<file path="config.mk">
export PLATFORM = sky130hd
export DESIGN_NAME = timer_arbiter
export DESIGN_NICKNAME = d
export VERILOG_FILES = /design/src/rtl/timer_pkg.sv /design/src/rtl/rr_pick.sv /design/src/rtl/timer_arbiter.sv
export SDC_FILE = /design/constraint.sdc
export NUM_CORES = 1
export LEC_CHECK = 0
export ABC_AREA = 1
export CORE_MARGIN = 5
export CORE_UTILIZATION = 50
export DETAILED_ROUTE_END_ITERATION = 8
export GPL_TIMING_DRIVEN = 0
export PLACE_DENSITY = 0.87
export SLEW_MARGIN = 15
export SYNTH_ARGS = -nofsm -noshare
export SYNTH_HDL_FRONTEND = slang
export SYNTH_SLANG_ARGS = --single-unit
</file>
<file path="constraint.sdc">
create_clock -name CLK -period 5.5 [get_ports CLK]
set_clock_uncertainty 0.1 [all_clocks]
set_input_delay 1.1 -clock CLK [delete_from_list [all_inputs] [get_ports CLK]]
set_output_delay 1.1 -clock CLK [all_outputs]
set_load 0.02 [all_outputs]
</file>
<file path="src/rtl/timer_pkg.sv">
`default_nettype none
// ============================================================================
// Module      : timer_pkg
// Description : Shared constants for the timer subsystem: single-timer state
//               codes and the state codes of the timer arbiter FSM.
// Revision    : 1.0 - initial release
// ============================================================================
package timer_pkg;

    // Single hardware timer state codes
    localparam logic [1:0] TMR_STOP_S    = 2'd0;
    localparam logic [1:0] TMR_LOAD_S    = 2'd1;
    localparam logic [1:0] TMR_COUNT_S   = 2'd2;

    // Timer arbiter FSM state codes; any other code recovers to idle
    localparam logic [1:0] TARB_IDLE_S   = 2'd0;
    localparam logic [1:0] TARB_RUN_S    = 2'd1;
    localparam logic [1:0] TARB_EXPIRE_S = 2'd2;

endpackage
`default_nettype wire

</file>
<file path="src/rtl/rr_pick.sv">
`default_nettype none
// ============================================================================
// Module      : rr_pick
// Description : Combinational round-robin picker. Returns the first set
//               request bit searching upward from ptr+1, wrapping at N_REQ.
// Revision    : 1.0 - initial release
// ============================================================================
module rr_pick #(
    parameter int N_REQ = 4,
    parameter int IDX_W = (N_REQ > 1) ? $clog2(N_REQ) : 1
) (
    input  logic [N_REQ-1:0] req,
    input  logic [IDX_W-1:0] ptr,
    output logic             valid,
    output logic [IDX_W-1:0] idx
);

    // Doubling the request vector turns the wrapping search into a plain shift
    logic [2*N_REQ-1:0] w_req2;
    logic [N_REQ-1:0]   w_rot;
    logic [IDX_W:0]     w_off;
    logic [IDX_W:0]     w_sum;

    assign w_req2 = {req, req};
    // Bit k of w_rot is req[(ptr+1+k) mod N_REQ]
    assign w_rot  = N_REQ'(w_req2 >> ({1'b0, ptr} + (IDX_W+1)'(1)));

    // Lowest set bit of the rotated vector is the next owner in RR order
    always_comb begin
        valid = 1'b0;
        w_off = '0;
        for (int k = 0; k < N_REQ; k++) begin
            if (!valid && w_rot[k]) begin
                valid = 1'b1;
                w_off = (IDX_W+1)'(k + 1);
            end
        end
    end

    // Convert the offset back to an absolute index, wrapping once
    assign w_sum = {1'b0, ptr} + w_off;
    assign idx   = (w_sum >= (IDX_W+1)'(N_REQ)) ? IDX_W'(w_sum - (IDX_W+1)'(N_REQ))
                                                 : IDX_W'(w_sum);

endmodule
`default_nettype wire

</file>
<file path="src/rtl/timer_arbiter.sv">
`default_nettype none
// ============================================================================
// Module      : timer_arbiter
// Description : Shares one countdown timer among N_REQ requesters in
//               round-robin order, each for its own programmed duration.
//               Optional macro TMR_ARB_ABORT_EN adds an ABORT input that
//               ends the current run early.
// Revision    : 1.0 - initial release
// ============================================================================
module timer_arbiter
    import timer_pkg::*;
#(
    parameter int N_REQ = 4,
    parameter int CNT_W = 21
) (
    input  logic                       CLK,
    input  logic                       RST,
    input  logic                       CLR,
`ifdef TMR_ARB_ABORT_EN
    input  logic                       ABORT,
`endif
    input  logic [N_REQ-1:0]           REQ,
    input  logic [N_REQ*CNT_W-1:0]     DUR,
    output logic [N_REQ-1:0]           GNT,
    output logic [$clog2(N_REQ)-1:0]   GNT_ID,
    output logic [N_REQ-1:0]           DONE,
    output logic                       BUSY
);

    localparam int IDX_W = $clog2(N_REQ);

    logic [1:0]       r_state_q, w_state_d;
    logic [N_REQ-1:0] r_gnt_q,   w_gnt_d;
    logic [IDX_W-1:0] r_gnt_id_q, w_gnt_id_d;
    logic [N_REQ-1:0] r_done_q,  w_done_d;
    logic [CNT_W-1:0] r_cnt_q,   w_cnt_d;
    logic [IDX_W-1:0] r_ptr_q,   w_ptr_d;

    logic             w_pick_valid;
    logic [IDX_W-1:0] w_pick_idx;
    logic [CNT_W-1:0] w_dur_sel;
    logic             w_abort;

`ifdef TMR_ARB_ABORT_EN
    assign w_abort = ABORT;
`else
    assign w_abort = 1'b0;
`endif

    rr_pick #(
        .N_REQ (N_REQ),
        .IDX_W (IDX_W)
    ) u_rr_pick (
        .req   (REQ),
        .ptr   (r_ptr_q),
        .valid (w_pick_valid),
        .idx   (w_pick_idx)
    );

    // Duration slice belonging to the candidate winner
    always_comb begin
        w_dur_sel = '0;
        for (int i = 0; i < N_REQ; i++) begin
            if (w_pick_idx == IDX_W'(i)) begin
                w_dur_sel = DUR[i*CNT_W +: CNT_W];
            end
        end
    end

    // Next-state logic: grant in idle, count down in run, one-cycle expire
    always_comb begin
        w_state_d  = r_state_q;
        w_gnt_d    = r_gnt_q;
        w_gnt_id_d = r_gnt_id_q;
        w_done_d   = r_done_q;
        w_cnt_d    = r_cnt_q;
        w_ptr_d    = r_ptr_q;
        case (r_state_q)
            TARB_IDLE_S: begin
                w_done_d = '0;
                if (w_pick_valid) begin
                    w_gnt_d    = N_REQ'(1) << w_pick_idx;
                    w_gnt_id_d = w_pick_idx;
                    // A zero duration is clamped to one so the counter never wraps
                    w_cnt_d    = (w_dur_sel == '0) ? CNT_W'(1) : w_dur_sel;
                    w_state_d  = TARB_RUN_S;
                end
            end
            TARB_RUN_S: begin
                // Abort and natural expiry collapse into the same single DONE
                if (w_abort || (r_cnt_q == CNT_W'(1))) begin
                    w_gnt_d   = '0;
                    w_done_d  = N_REQ'(1) << r_gnt_id_q;
                    w_ptr_d   = r_gnt_id_q;
                    w_cnt_d   = '0;
                    w_state_d = TARB_EXPIRE_S;
                end else begin
                    w_cnt_d   = r_cnt_q - CNT_W'(1);
                end
            end
            TARB_EXPIRE_S: begin
                w_done_d  = '0;
                w_state_d = TARB_IDLE_S;
            end
            default: begin
                w_gnt_d   = '0;
                w_done_d  = '0;
                w_cnt_d   = '0;
                w_state_d = TARB_IDLE_S;
            end
        endcase
        // Soft clear aborts silently but keeps the fairness pointer
        if (CLR) begin
            w_state_d  = TARB_IDLE_S;
            w_gnt_d    = '0;
            w_gnt_id_d = '0;
            w_done_d   = '0;
            w_cnt_d    = '0;
        end
    end

    // State and output registers; pointer resets so requester 0 wins first
    always_ff @(posedge CLK) begin
        if (RST) begin
            r_state_q  <= TARB_IDLE_S;
            r_gnt_q    <= '0;
            r_gnt_id_q <= '0;
            r_done_q   <= '0;
            r_cnt_q    <= '0;
            r_ptr_q    <= IDX_W'(N_REQ - 1);
        end else begin
            r_state_q  <= w_state_d;
            r_gnt_q    <= w_gnt_d;
            r_gnt_id_q <= w_gnt_id_d;
            r_done_q   <= w_done_d;
            r_cnt_q    <= w_cnt_d;
            r_ptr_q    <= w_ptr_d;
        end
    end

    assign GNT    = r_gnt_q;
    assign GNT_ID = r_gnt_id_q;
    assign DONE   = r_done_q;
    assign BUSY   = (r_state_q != TARB_IDLE_S);

endmodule
`default_nettype wire

</file>
==> results by group <==
Floorplan
  • Initial Utilization: 51.1%
  • Core area: 5890 um^2
  • Rows: 28
  • Die height: 87.5 um
  • Die Width: 87.5 um
  • Num ports: 102
  • Die outline area: 7660 um^2

STA
  • Unrepaired setup endpoints after global routing: false
  • Final Hold Fails: 0
  • Least-Margin Pin Slew: 0.591 ns
  • Slew Viols, Final: 0
  • Final setup viols: 0
  • Crit share post-route: 74.4%
  • Min Tclk post-route: 4.09 ns
  • Final TNS setup: 0 ns
  • Slew headroom: 60.6%
  • Fmax: 0.244 GHz
  • Min setup slack post-route: 1.41 ns

CTS
  • H-tree levels: 2
  • Clk root buf: clkbuf_8
  • Post-CTS sizing: 0
  • CTS Sinks: 35
  • Max clock buf depth: 2
  • Cts-stage hold buffer count: 0
  • # Post-CTS Setup Buffers: 0
  • CTS buffer count: 5
  • CTS clk-pin slew, worst paths: 0.07 ns
  • Skew-Pair Late Insertion Delay: 0.29 ns
  • TritonCTS clock tree: yes

Synth
  • Synth Warn #: 0
  • Area of the mapped netlist: 3010 um^2
  • Average size of a mapped cell: 6.06 um^2
  • Sequential cell area fraction in the yosys report: 23.3%
  • #FFs+latches synth: 35
  • Main combinational cell family by area after synthesis: simple AND/OR/NAND/NOR gates
  • Synth unique cells: 32
  • Area fraction in compound gates after synthesis: 10.9%
  • Synth Area in Simple Gates: 49.0%
  • Post-Synth XOR/XNOR Area: 4.66%
  • Adder-cell share of the synthesized area: 1.25%
  • Mux contribution to synthesized area: 0%
  • Syn_nets: 590
  • Instance count of the mapped netlist: 496

Cells and area
  • Area of the multi-input gates: 1980 um^2
  • Share of cells above drive strength 1: 8.60%
  • Design Area, Final: 4210 um^2
  • Area grow syn2layout: 40.2%
  • Filler cells: 509
  • Most common library cell in the layout ignoring fill and taps: nand2_1
  • Register area: 701 um^2
  • ANT cells: 0
  • Total Nets Final: 698
  • Commonest cells after routing, fill and taps aside: nand2_1, clkdlybuf4s50_1, nand4_1

Drt
  • # DRC: 0
  • First DRT Iteration DRCs: 280
  • Via density: 5.61
  • Antenna Nets Post-Route: 0
  • DRT Pass-1 Iters: 5
  • Via count: 3,814
  • DR WL/cell: 15.9 um
  • Routed wire length: 10,800 um

Global route
  • Aggregate global routing overflow: 0
  • Vias in the first global route: 3,536
  • Largest net degree at the start of global routing: 12
  • Initial antenna violation count: 0
  • First-pass GRT wire length: 16,800 um
  • GRT Util Overall: 27.3%

Setup path
  • Crit path capture type: register
  • CP Max Fanout: 10
  • Crit path DAT: 4.22 ns
  • Crit path max-delay family: buffers and inverters
  • Crit path largest cell delay: 0.49 ns
  • Buffers and inverters on the worst path: 3
  • Worst Path Required: 5.62 ns
  • Setup Crit Path Kind: input pin to register
  • Cell mode on critical path: nand2_1
  • Slowest-stage cell, CP: clkbuf_1
  • Critical Path Start Type: input pin
  • Worst path cell trace: clkdlybuf4s50_1 > nand2_1 > nand2_1 > nor2_1 > o21bai_1 > nand2_1 > ha_1 > buf_2 > clkbuf_1 > a21oi_1 > nand2_1 > nand4_1 > nor2_1 > nand3_1 > nand2_1 > nand2_1 > nand2_1 > nand2_1 > a21oi_2

Power and ir drop
  • Overall power: 872 uW
  • Pwr/cell area: 207 nW/um^2
  • Leakage: 0.00183 uW
  • Peak supply drop: 0.000224 V

Outcome
  • Outcome: finished, final reports clean

Placement
  • Setup WS pre-CTS: 1.20 ns
  • GP Congestion: 0.969
  • Area post-placement: 4110 um^2
  • PortBufs: 101
  • Post-DP HPWL: 8430 um

Flow run
  • Max cap viols: 0

Min path
  • Hold Crit Class: register to register
==> power by group <==
part	internal, uW	switching, uW
combinational	170	214
sequential	268	16.5
clock	114	89.9
total	552	320
==> flip-flops by register name (all words and copies together) (netlist names) <==
register   count
r_state_q      2
r_cnt_q       21
r_ptr_q        2
GNT            4
GNT_ID         2
DONE           4
==> per-layer routing <==
metal	routed length, um	share of wire, %	vias to the layer above	global-route usage (%)
met5	0	0	-	0
met1	4470	41	1699	34.9
met4	229	2.1	0	9.07
li1	-	-	1876	-
met2	4890	45	214	45.9
met3	1220	11	25	5.74
==> kinds of logic after synthesis <==
logic type	after synthesis
simple gates	315
xor+xnor	16
compound gates	64
flops	35
buf+inv	63
fa+ha+maj	3
==> through the flow <==
| step | std cells | utilization, % | hold slack [ns] |
|---|---|---|---|
| after detailed placement | 672 | 69.8 | 0.356 |
| final | 680 | 71.6 | 0.371 |
| after global routing | 680 | 71.6 | 0.392 |
| after floorplan | 496 | - | 0.345 |
| after global placement | 672 | 69.8 | 0.354 |
| after CTS | 680 | 71.6 | 0.367 |
==> worst paths after layout <==
| path | start | end | cells past startpoint | slack, ns |
|---|---|---|---|---|
| setup / recovery | REQ[2] | r_cnt_q[0]$_SDFFE_PP0P_ | 19 | 1.41 |
| setup reg to reg | r_ptr_q[0]$_SDFFE_PP1P_ | r_cnt_q[0]$_SDFFE_PP0P_ | 19 | 2.07 |
| hold reg to reg | GNT[2]$_SDFFE_PP0P_ | GNT[2]$_SDFFE_PP0P_ | 2 | 0.37 |
| hold / removal | GNT[2]$_SDFFE_PP0P_ | GNT[2]$_SDFFE_PP0P_ | 2 | 0.37 |
==> cells in the mapped netlist (all sizes together) <==
library cell | number | share of area (%)
dfxtp | 35 | 23
o21bai | 1 | 0.25
or2 | 6 | 1.2
nor4 | 1 | 0.42
o211ai | 1 | 0.25
clkbuf | 13 | 2.0
xor2 | 9 | 2.6
xnor2 | 7 | 2.0
a21oi | 36 | 6.1
o21ai | 26 | 4.3
nor2 | 46 | 5.8
nand3 | 49 | 8.7
nor3b | 1 | 0.42
nand2 | 158 | 21
nand4 | 51 | 11
clkinv | 1 | 0.12
ha | 3 | 1.2
nor3 | 2 | 0.67
buf | 16 | 4.6
inv | 33 | 4.1
nor4b | 1 | 0.29
==> worst reg2reg max path, stage by stage (launching register included) <==
cell and delay, ns:
dfxtp_1 0.50, inv_2 0.10, nand2_1 0.09, nand2_1 0.05, nor2_1 0.14, o21bai_1 0.17, nand2_1 0.08, ha_1 0.37
buf_2 0.25, clkbuf_1 0.49, a21oi_1 0.18, nand2_1 0.11, nand4_1 0.17, nor2_1 0.15, nand3_1 0.08, nand2_1 0.06
nand2_1 0.06, nand2_1 0.06, nand2_1 0.06, a21oi_2 0.11
==> area by class of cell <==
class | count | area share (%)
Multi-Input combinational cell | 398 | 47.0
Timing Repair Buffer | 101 | 24.0
Sequential cell | 35 | 16.6
Buffer | 29 | 4.66
Inverter | 34 | 3.03
Clock buffer | 7 | 2.29
Tap cell | 75 | 2.23
Clock inverter | 1 | 0.178
No activity file was read; power rests on OpenSTA's default activity.
